<file path="config.mk">
export PLATFORM = sky130hd
export DESIGN_NAME = uart_rx
export DESIGN_NICKNAME = d
export VERILOG_FILES = /design/src/rtl/uart_pkg.sv /design/src/rtl/sync2ff.sv /design/src/rtl/uart_rx.sv
export SDC_FILE = /design/constraint.sdc
export NUM_CORES = 1
export LEC_CHECK = 0
export ABC_AREA = 1
export BUFFER_PORTS_ARGS = -buffer_cell sky130_fd_sc_hd__buf_2
export CORE_ASPECT_RATIO = 2
export CORE_MARGIN = 4
export CORE_UTILIZATION = 40
export DETAILED_ROUTE_END_ITERATION = 10
export PLACE_DENSITY = 0.64
export REMOVE_ABC_BUFFERS = 1
export SYNTH_ARGS = -nofsm -noshare
export SYNTH_HDL_FRONTEND = slang
export SYNTH_SLANG_ARGS = --single-unit
</file>
<file path="constraint.sdc">
create_clock -name clock50 -period 2.98 [get_ports clock50]
set_clock_uncertainty 0.1 [all_clocks]
set_input_delay 0.298 -clock clock50 [delete_from_list [all_inputs] [get_ports clock50]]
set_output_delay 0.298 -clock clock50 [all_outputs]
set_load 0.005 [all_outputs]
</file>
<file path="src/rtl/uart_pkg.sv">
`default_nettype none
// ============================================================================
// Module      : uart_pkg
// Description : Shared constants and state encoding for the UART receiver.
// Revision    : 1.0 - initial release
// ============================================================================
package uart_pkg;

    // Payload bits per frame and rxclk_en ticks per bit period
    localparam int DATA_BITS  = 8;
    localparam int OVERSAMPLE = 16;

    // Receiver state encoding
    typedef enum logic [1:0] {
        IDLE  = 2'd0,
        START = 2'd1,
        DATA  = 2'd2,
        STOP  = 2'd3
    } uart_state_t;

endpackage
`default_nettype wire

</file>
<file path="src/rtl/sync2ff.sv">
`default_nettype none
// ============================================================================
// Module      : sync2ff
// Description : Two-flop synchronizer for an asynchronous single-bit input,
//               with a selectable reset value for the idle level of the pin.
// Revision    : 1.0 - initial release
// ============================================================================
module sync2ff #(
    parameter logic RESET_VAL = 1'b1
) (
    input  logic clk,
    input  logic rst,
    input  logic i_async,
    output logic o_sync
);

    logic r_meta_q;
    logic r_sync_q;

    // Two back-to-back flops; the first may go metastable, the second settles it
    always_ff @(posedge clk) begin
        if (rst) begin
            r_meta_q <= RESET_VAL;
            r_sync_q <= RESET_VAL;
        end else begin
            r_meta_q <= i_async;
            r_sync_q <= r_meta_q;
        end
    end

    assign o_sync = r_sync_q;

endmodule
`default_nettype wire

</file>
<file path="src/rtl/uart_rx.sv">
`default_nettype none
// ============================================================================
// Module      : uart_rx
// Description : 8N1 UART receiver driven by a 16x oversampling enable.
//               Samples each bit at its centre, delivers bytes through a
//               ready/clear handshake and reports framing and overrun errors.
// Revision    : 1.0 - initial release
// ============================================================================
module uart_rx #(
    parameter int DATA_BITS  = uart_pkg::DATA_BITS,
    parameter int OVERSAMPLE = uart_pkg::OVERSAMPLE,
    parameter int MID_SAMPLE = OVERSAMPLE / 2 - 1
) (
    input  logic                 clock50,
    input  logic                 reset,
    input  logic                 rxclk_en,
    input  logic                 rx,
    input  logic                 rdy_clr,
    output logic [DATA_BITS-1:0] data,
    output logic                 ready,
    output logic                 frame_err,
    output logic                 overrun
);

    import uart_pkg::*;

    localparam int                SAMP_W      = $clog2(OVERSAMPLE);
    localparam int                BIT_W       = $clog2(DATA_BITS);
    localparam logic [SAMP_W-1:0] C_MID       = SAMP_W'(MID_SAMPLE);
    localparam logic [SAMP_W-1:0] C_LAST_SAMP = SAMP_W'(OVERSAMPLE - 1);
    localparam logic [BIT_W-1:0]  C_LAST_BIT  = BIT_W'(DATA_BITS - 1);

    logic                 w_rx_s;

    uart_state_t          r_state_q,     w_state_d;
    logic [SAMP_W-1:0]    r_sample_q,    w_sample_d;
    logic [BIT_W-1:0]     r_bitpos_q,    w_bitpos_d;
    logic [DATA_BITS-1:0] r_scratch_q,   w_scratch_d;
    logic [DATA_BITS-1:0] r_data_q,      w_data_d;
    logic                 r_ready_q,     w_ready_d;
    logic                 r_frame_err_q, w_frame_err_d;
    logic                 r_overrun_q,   w_overrun_d;

    logic                 w_frame_good;
    logic                 w_frame_bad;

    sync2ff #(
        .RESET_VAL (1'b1)
    ) u_rx_sync (
        .clk     (clock50),
        .rst     (reset),
        .i_async (rx),
        .o_sync  (w_rx_s)
    );

    // Frame sequencing: start detection, centre sampling, stop bit check
    always_comb begin
        w_state_d    = r_state_q;
        w_sample_d   = r_sample_q;
        w_bitpos_d   = r_bitpos_q;
        w_scratch_d  = r_scratch_q;
        w_frame_good = 1'b0;
        w_frame_bad  = 1'b0;
        if (rxclk_en) begin
            case (r_state_q)
                IDLE: begin
                    if (!w_rx_s) begin
                        w_state_d  = START;
                        w_sample_d = SAMP_W'(1);
                    end else begin
                        w_sample_d = '0;
                    end
                end
                START: begin
                    if (w_rx_s) begin
                        // Line went high before mid-start: treat as noise
                        w_state_d  = IDLE;
                        w_sample_d = '0;
                    end else if (r_sample_q == C_MID) begin
                        w_state_d  = DATA;
                        w_sample_d = '0;
                        w_bitpos_d = '0;
                    end else begin
                        w_sample_d = r_sample_q + 1'b1;
                    end
                end
                DATA: begin
                    if (r_sample_q == C_LAST_SAMP) begin
                        w_sample_d              = '0;
                        w_scratch_d[r_bitpos_q] = w_rx_s;
                        if (r_bitpos_q == C_LAST_BIT) begin
                            w_state_d = STOP;
                        end else begin
                            w_bitpos_d = r_bitpos_q + 1'b1;
                        end
                    end else begin
                        w_sample_d = r_sample_q + 1'b1;
                    end
                end
                STOP: begin
                    if (r_sample_q == C_LAST_SAMP) begin
                        // Leave at mid-stop so a following start edge is not missed
                        w_sample_d   = '0;
                        w_state_d    = IDLE;
                        w_frame_good = w_rx_s;
                        w_frame_bad  = !w_rx_s;
                    end else begin
                        w_sample_d = r_sample_q + 1'b1;
                    end
                end
                default: begin
                    w_state_d  = IDLE;
                    w_sample_d = '0;
                end
            endcase
        end
    end

    // Consumer handshake and status; a completing byte outranks a same-cycle clear
    always_comb begin
        w_data_d      = r_data_q;
        w_ready_d     = r_ready_q;
        w_frame_err_d = r_frame_err_q;
        w_overrun_d   = r_overrun_q;
        if (rdy_clr) begin
            w_ready_d   = 1'b0;
            w_overrun_d = 1'b0;
        end
        if (w_frame_good) begin
            w_data_d      = r_scratch_q;
            w_ready_d     = 1'b1;
            w_frame_err_d = 1'b0;
            if (r_ready_q && !rdy_clr) begin
                w_overrun_d = 1'b1;
            end
        end
        if (w_frame_bad) begin
            w_frame_err_d = 1'b1;
        end
    end

    // State, counters and registered outputs
    always_ff @(posedge clock50) begin
        if (reset) begin
            r_state_q     <= IDLE;
            r_sample_q    <= '0;
            r_bitpos_q    <= '0;
            r_scratch_q   <= '0;
            r_data_q      <= '0;
            r_ready_q     <= 1'b0;
            r_frame_err_q <= 1'b0;
            r_overrun_q   <= 1'b0;
        end else begin
            r_state_q     <= w_state_d;
            r_sample_q    <= w_sample_d;
            r_bitpos_q    <= w_bitpos_d;
            r_scratch_q   <= w_scratch_d;
            r_data_q      <= w_data_d;
            r_ready_q     <= w_ready_d;
            r_frame_err_q <= w_frame_err_d;
            r_overrun_q   <= w_overrun_d;
        end
    end

    assign data      = r_data_q;
    assign ready     = r_ready_q;
    assign frame_err = r_frame_err_q;
    assign overrun   = r_overrun_q;

endmodule
`default_nettype wire
</file>
==> metrics.yaml, run 1 <==
clock_network:
  cts_buffer_depth: 2
  cts.sinks: 30
  htree_levels: 2
  cts_hold_buf: 0
  cts_made_buffers: 5
  postCtsResizedCells: 0
  clk_pin_slew_ps: 60
  postCtsSetupBuffers: 0
  tritoncts: "built"
  cts-root-buf: "clkbuf_8"
  clk_latency_ps: 280
worst_hold_path:
  hold_path_end: "u_rx_sync.r_meta_q$_SDFF_PP1_"
  hold_class: "in -> reg"
  holdPathStages: 2
  hp-start: "rx"
logic_synthesis:
  ys.flop_type: "dfxtp_1"
  synth_seq_cells: 30
  synth_area_per_cell_um2: 7.20
  synth_cell_types: 22
  ys_warn_count: 0
  synth_cells: 188
  ys_async_sr_fraction: 0
  synth_edf_count: 0
  ys_seq_area_frac: 0.444
  syn_area_mm2: 0.00135
worst_setup_path:
  r2r-start: "r_sample_q[0]$_SDFFE_PP0P_"
  r2r-end: "data[1]$_SDFFE_PP0P_"
  path_class: "reg -> reg"
  required_ps: 3090
  rr_worst_depth: 9
  cp_max_fo: 10
  endpoint_kind: "flip-flop"
  r2r_slack_ps: 1390
  critPathLaunchType: "flip-flop"
  arrival_ps: 1700
placed_design:
  dp_slack_ps: 1390
  dpl.cell_count: 230
  portBuffers: 15
  place_congestion: 0.913
  hpwlAfterDp_um: 2040
floorplan:
  initial_core_util: 0.419
  die_x_um: 49.1
  ios: 16
  die_area_mm2: 0.00444
  num_rows: 29
  core_area_mm2: 0.00323
  die_h_um: 90.3
grt:
  antenna_found_initial: 0
  grt.total_usage: 0.142
  grt.overflow.total: 0
  grt_max_degree: 21
  grt_pass1_wl_um: 4860
  grt_pass1_vias: 1179
power:
  ir_drop_v: 0.000351
  switching_share: 0.219
  p_leak_nw: 0.649
  p_seq_frac: 0.534
  internal_power_mw: 0.598
  pwr-share-clk: 0.432
  switching_power_mw: 0.168
  power_frac_comb: 0.035
  powerDensity_mw_per_mm2: 497
sta:
  max_slew_margin: 0.712
  rsz0062_at_grt: "no"
  fin_crit_ps: 1590
  finalSetupTns_ps: 0
  max_freq_mhz: 630
  finalHoldViolations: 0
  post-route-period-util: 0.533
  drv_slew: 0
  worstMarginPinSlew_ps: 431
  setup_viol: 0
  layout_setup_ws_ps: 1390
finish:
  stdcell_count: 238
  utilization: 0.477
  drive_gt1_frac: 0.169
  area_growth_pct: 13.9
  diodes: 0
  fin_nets: 214
routing:
  via_per_inst: 4.97
  via_count: 1182
  drt_first_pass_iters: 4
  drc: 0
  drtIter0Drc: 43
  postRouteAntennaNets: 0
  wl_per_cell_um: 11.4
  drt_wl_total_um: 2700
outcome:
  status: "finished, final reports clean"
run:
  cap_violations: 0
power by group through the flow:
stage,Combinational [mW],Clock [mW],Sequential [mW]
finish,0.0268,0.330,0.409
CTS,0.0272,0.345,0.408
floorplan,0.0160,0,0.416
global placement,0.0272,0,0.417
global route,0.0309,0.358,0.409
detailed placement,0.0271,0,0.417
registers in the layout (all words and copies together), names as in the netlist, named ones only:
name,cells
data,8
ready,1
u_rx_sync.o_sync,1
overrun,1
r_sample_q,4
r_state_q,1
r_bitpos_q,3
u_rx_sync.r_meta_q,1
r_scratch_q,8
frame_err,1
synth_stat cells, drive strengths merged, types with 2 or more instances:
cell	count	area share
or2	2	0.0092
dfxtp	30	0.44
a21oi	27	0.10
nand3	12	0.048
nor2	22	0.085
ha	3	0.028
buf	2	0.0074
nand2	55	0.16
o21ai	9	0.033
clkbuf	2	0.0055
nor3	3	0.011
inv	18	0.050
worst max-delay path by stage:
stage	startpoint	end	slack, ps	cells after the start
floorplan	r_sample_q[0]$_SDFFE_PP0P_	overrun$_SDFF_PP0_	1590	9
global placement	r_sample_q[0]$_SDFFE_PP0P_	data[4]$_SDFFE_PP0P_	1390	9
detailed placement	r_sample_q[0]$_SDFFE_PP0P_	data[1]$_SDFFE_PP0P_	1390	9
CTS	r_sample_q[0]$_SDFFE_PP0P_	data[1]$_SDFFE_PP0P_	1370	9
global route	u_rx_sync.o_sync$_SDFF_PP1_	flip-flop	1240	7
finish	r_sample_q[0]$_SDFFE_PP0P_	data[1]$_SDFFE_PP0P_	1390	9
area by class of cell:
| class | instances | area (µm²) |
|---|---|---|
| fillers | 340 | 1690 |
| multi-input cells | 135 | 659 |
| flip-flops and latches | 30 | 601 |
| clock buffers | 7 | 86.3 |
| inverters | 19 | 76.3 |
| repair buffers | 15 | 75.1 |
| well taps | 31 | 38.8 |
| clock inverters | 1 | 5.00 |
cells in the final DEF (no fill, tap or decap), types with 2 or more instances in the layout:
cell	Yosys	routed
nand2_2	2	2
or2_2	2	2
ha_1	3	3
nand3_1	11	11
inv_1	17	17
nor3_1	3	3
a21oi_1	27	27
o21ai_0	8	8
buf_2	2	15
nor2_4	4	4
dfxtp_1	30	30
clkbuf_8	0	6
nor2_1	17	17
nand2_1	52	52
cell families (layout without fill, tap and decap cells):
group           Yosys count  in the layout  synth area share
compound gates           36             36             0.133
flops                    30             30             0.444
fa+ha+maj                 3              3            0.0277
buf+inv                  23             42            0.0693
simple gates             95             95             0.320
xor+xnor                  1              1           0.00647
critical path, stage by stage (launching register included):
cell      delay (ps)
dfxtp_1          390
ha_1             220
nand2_2           80
inv_2             70
nand3_2          110
nor2_4           140
nand2_4          110
clkinv_4         120
nand2_1           50
a21oi_1          110
metal layers:
layer | routed length, µm | vias to the layer above | GRT usage
li1 | - | 637 | -
met1 | 1010 | 517 | 0.130
met2 | 1510 | 21 | 0.263
met3 | 110 | 7 | 0.0413
met4 | 67 | 0 | 0.0831
met5 | 0 | - | 0
metrics by stage:
stage	hold WS, ps	power [mW]	area, µm²
6_report	93.0	0.766	1540
5_1_grt	85.6	0.798	1540
3_3_place_gp	291	0.444	1450
2_1_floorplan	267	0.432	1340
3_5_place_dp	298	0.444	1450
4_1_cts	84.6	0.780	1540
Note: power is estimated with default switching activity, not from simulation.
==> run 2: changes to the inputs <==
Settings changed: PLACE_DENSITY 0.64 to 0.67.
Clock period 2.98 ns to 1.3 ns, I/O delays scaled along.
==> run 2 against run 1 <==
Worst setup slack worse by 1600 ps. Fmax is 4.9% higher. Highest routed layer unchanged. The run now ends with setup timing left. Final cell count is 16% higher. Sequential cell count stayed put. Worst hold slack better by 6.9 ps. Wire length is 39% higher. Non-clock buffer count is 37 higher. Critical path type unchanged. Power is 140% higher. Sequential power is 130% higher.
==> metrics.yaml, run 2 (synthesized netlist as in run 1, its figures left out) <==
finish:
  ff_latch_area_um2: 608  # +1.2%
  final_cell_mix: "32 x nand2_1, 26 x buf_4, 24 x dfxtp_1"
  drive_gt1_frac: 0.514  # +0.345
  layout_commonest_cell: "nand2_1"
  fillers: 256  # -25%
  area_growth_pct: 57.5
  stdcell_count: 276  # +16%
  diodes: 0  # unchanged
  fin_nets: 252  # +18%
  multi_input_area_um2: 900  # +36%
  utilization: 0.660  # +0.183
placed_design:
  portBuffers: 15  # unchanged
  dpl.cell_count: 253  # +10%
  hpwlAfterDp_um: 2340  # +15%
  place_congestion: 0.858  # -6.0%
  dp_slack_ps: -223  # -1610 ps
run:
  cap_violations: 0  # unchanged
outcome:
  status: "finished, violations left"
  violations: "setup timing"
power:
  powerDensity_mw_per_mm2: 854  # +72%
  p_leak_nw: 0.886  # +36%
  ir_drop_v: 0.000919  # +160%
worst_setup_path:
  r2r_slack_ps: -210  # -1610 ps
  endpoint_kind: "flip-flop"
  critPathLaunchType: "flip-flop"
  worstSetupEndpoint: "r_scratch_q[7]$_SDFFE_PP0P_"
  rr_worst_depth: 8  # -1
  r2r-end: "r_scratch_q[7]$_SDFFE_PP0P_"
  path_class: "reg -> reg"
  crit_start: "r_sample_q[0]$_SDFFE_PP0P_"
  arrival_ps: 1610  # -90 ps
  required_ps: 1400  # -1690 ps
  cp_max_fo: 4  # -6
  r2r-start: "r_sample_q[0]$_SDFFE_PP0P_"
sta:
  fin_crit_ps: 1510  # -73.5 ps
  max_freq_mhz: 661  # +4.9%
  finalHoldViolations: 0  # unchanged
  fin_worst_hold_slack_ps: 99.9  # +6.89 ps
  worstMarginPinSlew_ps: 430  # -1.34 ps
  drv_slew: 0  # unchanged
  post-route-period-util: 1.16  # +0.632
  rsz0062_at_grt: "yes"
  layout_setup_ws_ps: -214  # -1610 ps
  setup_viol: 26  # +26
  max_slew_margin: 0.713  # +0.000974
routing:
  drc: 0  # unchanged
  via_count: 1405  # +19%
  drt_first_pass_iters: 4  # unchanged
  drtIter0Drc: 33  # -23%
  via_per_inst: 5.09  # +2.5%
  wl_per_cell_um: 13.6  # +20%
  drt_wl_total_um: 3760  # +39%
  postRouteAntennaNets: 0  # unchanged
floorplan:
  core_area_mm2: 0.00323  # unchanged
  ios: 16  # unchanged
  num_rows: 29  # unchanged
  die_area_mm2: 0.00444  # unchanged
  die_x_um: 49.1  # unchanged
  initial_core_util: 0.419  # unchanged
  die_h_um: 90.3  # unchanged
clock_network:
  tritoncts: "built"
  htree_levels: 2  # unchanged
  clk_latency_ps: 280  # about the same
  cts.sinks: 30  # unchanged
  cts-root-buf: "clkbuf_8"
  clk_pin_slew_ps: 70  # about the same
  cts_buffer_depth: 2  # unchanged
  cts_made_buffers: 5  # unchanged
grt:
  grt.overflow.total: 0  # unchanged
  antenna_found_initial: 0  # unchanged
  grt.total_usage: 0.174  # +0.0319
  grt_pass1_wl_um: 5930  # +22%
  grt_max_degree: 20  # -4.8%
  grt_pass1_vias: 1435  # +22%
worst_hold_path:
  hold_class: "in -> reg"
run 2: cell count changes in the layout (fill, tap and decap cells not counted), sizes merged:
cell	change
buf	+35
clkbuf	-1
clkinv	+1
clkinvlp	+1
dlygate4sd3	+2
run 2: how the worst min path moves through the flow:
stage | start | end | slack (ps) | cells past startpoint
finish | rxclk_en | r_sample_q[0]$_SDFFE_PP0P_ | 100 | 3
global route | rxclk_en | r_sample_q[0]$_SDFFE_PP0P_ | 100 | 3
global placement | rx | u_rx_sync.r_meta_q$_SDFF_PP1_ | 220 | 2
floorplan | reset | flip-flop | 100 | 1
CTS | rxclk_en | r_sample_q[0]$_SDFFE_PP0P_ | 90 | 3
detailed placement | rx | u_rx_sync.r_meta_q$_SDFF_PP1_ | 220 | 2
run 2: through the flow:
stage / instance area (µm²) / TNS [ps] / total power, mW
final: 2130 / -3200 / 1.82
after global routing: 2130 / -5050 / 1.88
after CTS: 1990 / -2250 / 1.84
after detailed placement: 1620 / -4210 / 1.04
after global placement: 1620 / -3880 / 1.04
after floorplan: 1340 / -1380 / 0.990
run 2: worst max-delay path, stage by stage (launching register included):
cell,delay (ps)
dfxtp_2,350
ha_4,160
nand2_4,70
inv_4,80
nand3_4,80
nor2_4,180
buf_12,130
nand3_1,80
a21oi_1,200
run 2: timing repair:
item                       4_1_cts  5_1_grt
hold endpoints to repair         3        0
hold buffers                     2        0
gates resized for setup         47       38
gates cloned                     1        0
setup endpoints to repair       26       27
buffers inserted                11        2
pin swaps                       16       16
run 2: per-layer routing:
metal  wire (µm)  global-route usage  share of wire  vias up
met5           0                   0              0        -
met4         152               0.126          0.040        0
met3         116              0.0496          0.031       15
met2        2210               0.327           0.59       27
met1        1280               0.145           0.34      647
li1            -                   -              -      716
run 2: area by class of cell:
class	instances	share of cell area
repair buffers	52	0.188
clock buffers	6	0.0387
flip-flops and latches	30	0.285
clock inverters	2	0.00587
multi-input cells	135	0.422
inverters	19	0.0381
well taps	31	0.0182
repair inverters	1	0.00411
run 2: power breakdown:
| group | switching (mW) | internal, mW |
|---|---|---|
| clock network | 0.355 | 0.425 |
| registers | 0.00537 | 0.927 |
| logic | 0.0644 | 0.0450 |
==> run 3: changes to the inputs <==
Settings changed: CORE_MARGIN 4 to default.
==> run 3 against run 2 <==
Wire length decreased by 8.5%. Clock power up 22%. Fmax increased by 4.5%. Critical path type unchanged. Sequential share of layout area rose by 1.6 points. Non-clock buffer count down 3. Via count is 1.4% lower. Cell area fell by 5.2%. Utilization fell by 2.7 points. The run still ends with setup timing left. Global-route usage up 3.4 points. Worst setup slack improved by 65 ps. Critical path depth unchanged. First-iteration DRC count down 36%.
==> metrics.yaml, run 3 (synthesized netlist as in run 1, its figures left out) <==
power:
  fin_total_pwr_mw: 2.00  # +9.6%
  power_frac_comb: 0.057  # -0.003
  p_leak_nw: 0.856  # -3.4%
  powerDensity_mw_per_mm2: 987  # +16%
  pwr-share-clk: 0.476  # +0.048
  p_seq_frac: 0.467  # -0.045
  ir_drop_v: 0.000804  # -13%
  internal_power_mw: 1.59  # +14%
  switching_share: 0.205  # -0.0285
  switching_power_mw: 0.408  # -3.8%
worst_setup_path:
  crit_chain: "ha_4 > nand2_4 > nor2_1 > o21ai_0 > nor2_4 > nand2_1 > nand2_1 > nor2_1"
  worst_path_max_delay_cell: "dfxtp_2"
  critical-path-top-delay-family: "simple AND/OR/NAND/NOR gates"
  path_buf_inv: 0  # -2
  required_ps: 1380  # -20 ps
  slowest_delay_ps: 360  # about the same
  crit_start: "r_sample_q[0]$_SDFFE_PP0P_"
  critPathLaunchType: "flip-flop"
  r2r-start: "r_sample_q[0]$_SDFFE_PP0P_"
  path_class: "reg -> reg"
  endpoint_kind: "flip-flop"
  cp_max_fo: 6  # +2
  arrival_ps: 1530  # -80 ps
finish:
  finalInstanceArea_mm2: 0.00202  # -5.2%
  fin_nets: 250  # -0.79%
  area_growth_pct: 49.4
  multi_input_area_um2: 832  # -7.5%
  ff_latch_area_um2: 608  # unchanged
  final_cell_mix: "39 x nand2_1, 30 x buf_4, 24 x dfxtp_1"
  fillers: 290  # +13%
  diodes: 0  # unchanged
  drive_gt1_frac: 0.446  # -0.0680
  layout_commonest_cell: "nand2_1"
floorplan:
  ios: 16  # unchanged
  die_x_um: 43.1  # -12%
  die_area_mm2: 0.00363  # -18%
  core_area_mm2: 0.00319  # -1.1%
  initial_core_util: 0.424  # +0.00476
  die_h_um: 84.3  # -6.6%
  num_rows: 29  # unchanged
routing:
  drtIter0Drc: 21  # -36%
  via_per_inst: 5.08  # -0.27%
  drt_first_pass_iters: 4  # unchanged
  drt-met1-wl_um: 1210  # -5.6%
  wl_met3_um: 148  # +28%
  drc: 0  # unchanged
  dr_wl_met2_um: 1930  # -13%
  via_count: 1386  # -1.4%
  drt_wl_total_um: 3440  # -8.5%
  top_layer: "met4"
  postRouteAntennaNets: 0  # unchanged
  wl_per_cell_um: 12.6  # -7.5%
sta:
  drv_slew: 0  # unchanged
  layout_setup_ws_ps: -149  # +65.1 ps
  worstMarginPinSlew_ps: 378  # -51.9 ps
  setup_viol: 26  # unchanged
  max_slew_margin: 0.745  # +0.0323
  rsz0062_at_grt: "yes"
  max_freq_mhz: 690  # +4.5%
  fin_crit_ps: 1450  # -65.1 ps
  finalHoldViolations: 0  # unchanged
  post-route-period-util: 1.11  # -0.0501
clock_network:
  clk_pin_slew_ps: 60  # about the same
  cts-root-buf: "clkbuf_8"
  cts_buffer_depth: 2  # unchanged
  clk_latency_ps: 280  # about the same
  cts.sinks: 30  # unchanged
  htree_levels: 2  # unchanged
  tritoncts: "built"
  cts_made_buffers: 5  # unchanged
worst_hold_path:
  hold_class: "in -> reg"
  hp-start: "rxclk_en"
run:
  cap_violations: 0  # unchanged
outcome:
  violations: "setup timing"
  status: "finished, violations left"
grt:
  grt_pass1_vias: 1416  # -1.3%
  grt_max_degree: 15  # -25%
  grt_pass1_wl_um: 5660  # -4.5%
  grt.total_usage: 0.208  # +0.0344
  grt.overflow.total: 0  # unchanged
  antenna_found_initial: 0  # unchanged
placed_design:
  dp_slack_ps: -236  # -13.5 ps
  place_congestion: 0.840  # -2.0%
  hpwlAfterDp_um: 2290  # -1.8%
  portBuffers: 15  # unchanged
  place_area_mm2: 0.00163  # +0.46%
run 3: path summary, 6_finish.rpt:
kind	to	slack, ps	cells after the start
worst max-delay path	r_bitpos_q[0]$_SDFFE_PP0P_	-150	8
worst max register to register	r_bitpos_q[0]$_SDFFE_PP0P_	-150	8
worst min-delay path	r_sample_q[0]$_SDFFE_PP0P_	100	3
worst min register to register	u_rx_sync.o_sync$_SDFF_PP1_	310	1
run 3: power groups by stage:
| stage | Clock [mW] | Combinational (mW) | Sequential, mW |
|---|---|---|---|
| 2_1_floorplan | 0 | 0.0366 | 0.954 |
| 3_3_place_gp | 0 | 0.0933 | 0.952 |
| 3_5_place_dp | 0 | 0.0933 | 0.951 |
| 4_1_cts | 0.965 | 0.106 | 0.932 |
| 5_1_grt | 1.00 | 0.123 | 0.933 |
| 6_report | 0.950 | 0.113 | 0.933 |
run 3: repair_timing:
| action | CTS | global route |
|---|---|---|
| hold buffers | 2 | 0 |
| hold endpoints to repair | 2 | 0 |
| setup endpoints to repair | 26 | 27 |
| setup buffers | 6 | 2 |
| cloned | 2 | 0 |
| pin swaps | 12 | 9 |
| resized for setup | 35 | 19 |
run 3: layout make-up:
type	count	share of cell area
clock buffers	6	0.0408
multi-input cells	136	0.412
inverters	19	0.0390
well taps	31	0.0192
flip-flops and latches	30	0.301
repair inverters	1	0.00433
clock inverters	1	0.0149
repair buffers	49	0.170
run 3: layer usage:
| metal | track usage | up-vias |
|---|---|---|
| li1 | - | 716 |
| met1 | 0.177 | 627 |
| met2 | 0.388 | 29 |
| met3 | 0.0645 | 14 |
| met4 | 0.129 | 0 |
| met5 | 0 | - |
run 3: through the flow:
step | util | instances | hold slack (ps) | TNS [ps]
3_3_place_gp | 0.511 | 254 | 214 | -4100
3_5_place_dp | 0.511 | 254 | 217 | -4480
4_1_cts | 0.611 | 271 | 83.0 | -1750
2_1_floorplan | - | 184 | 99.1 | -1380
5_1_grt | 0.633 | 273 | 109 | -4110
6_report | 0.633 | 273 | 95.5 | -2210
run 3: tightest hold or removal path: stages:
cell	delay [ps]
buf_2	160
o21ai_0	90
a21oi_1	60
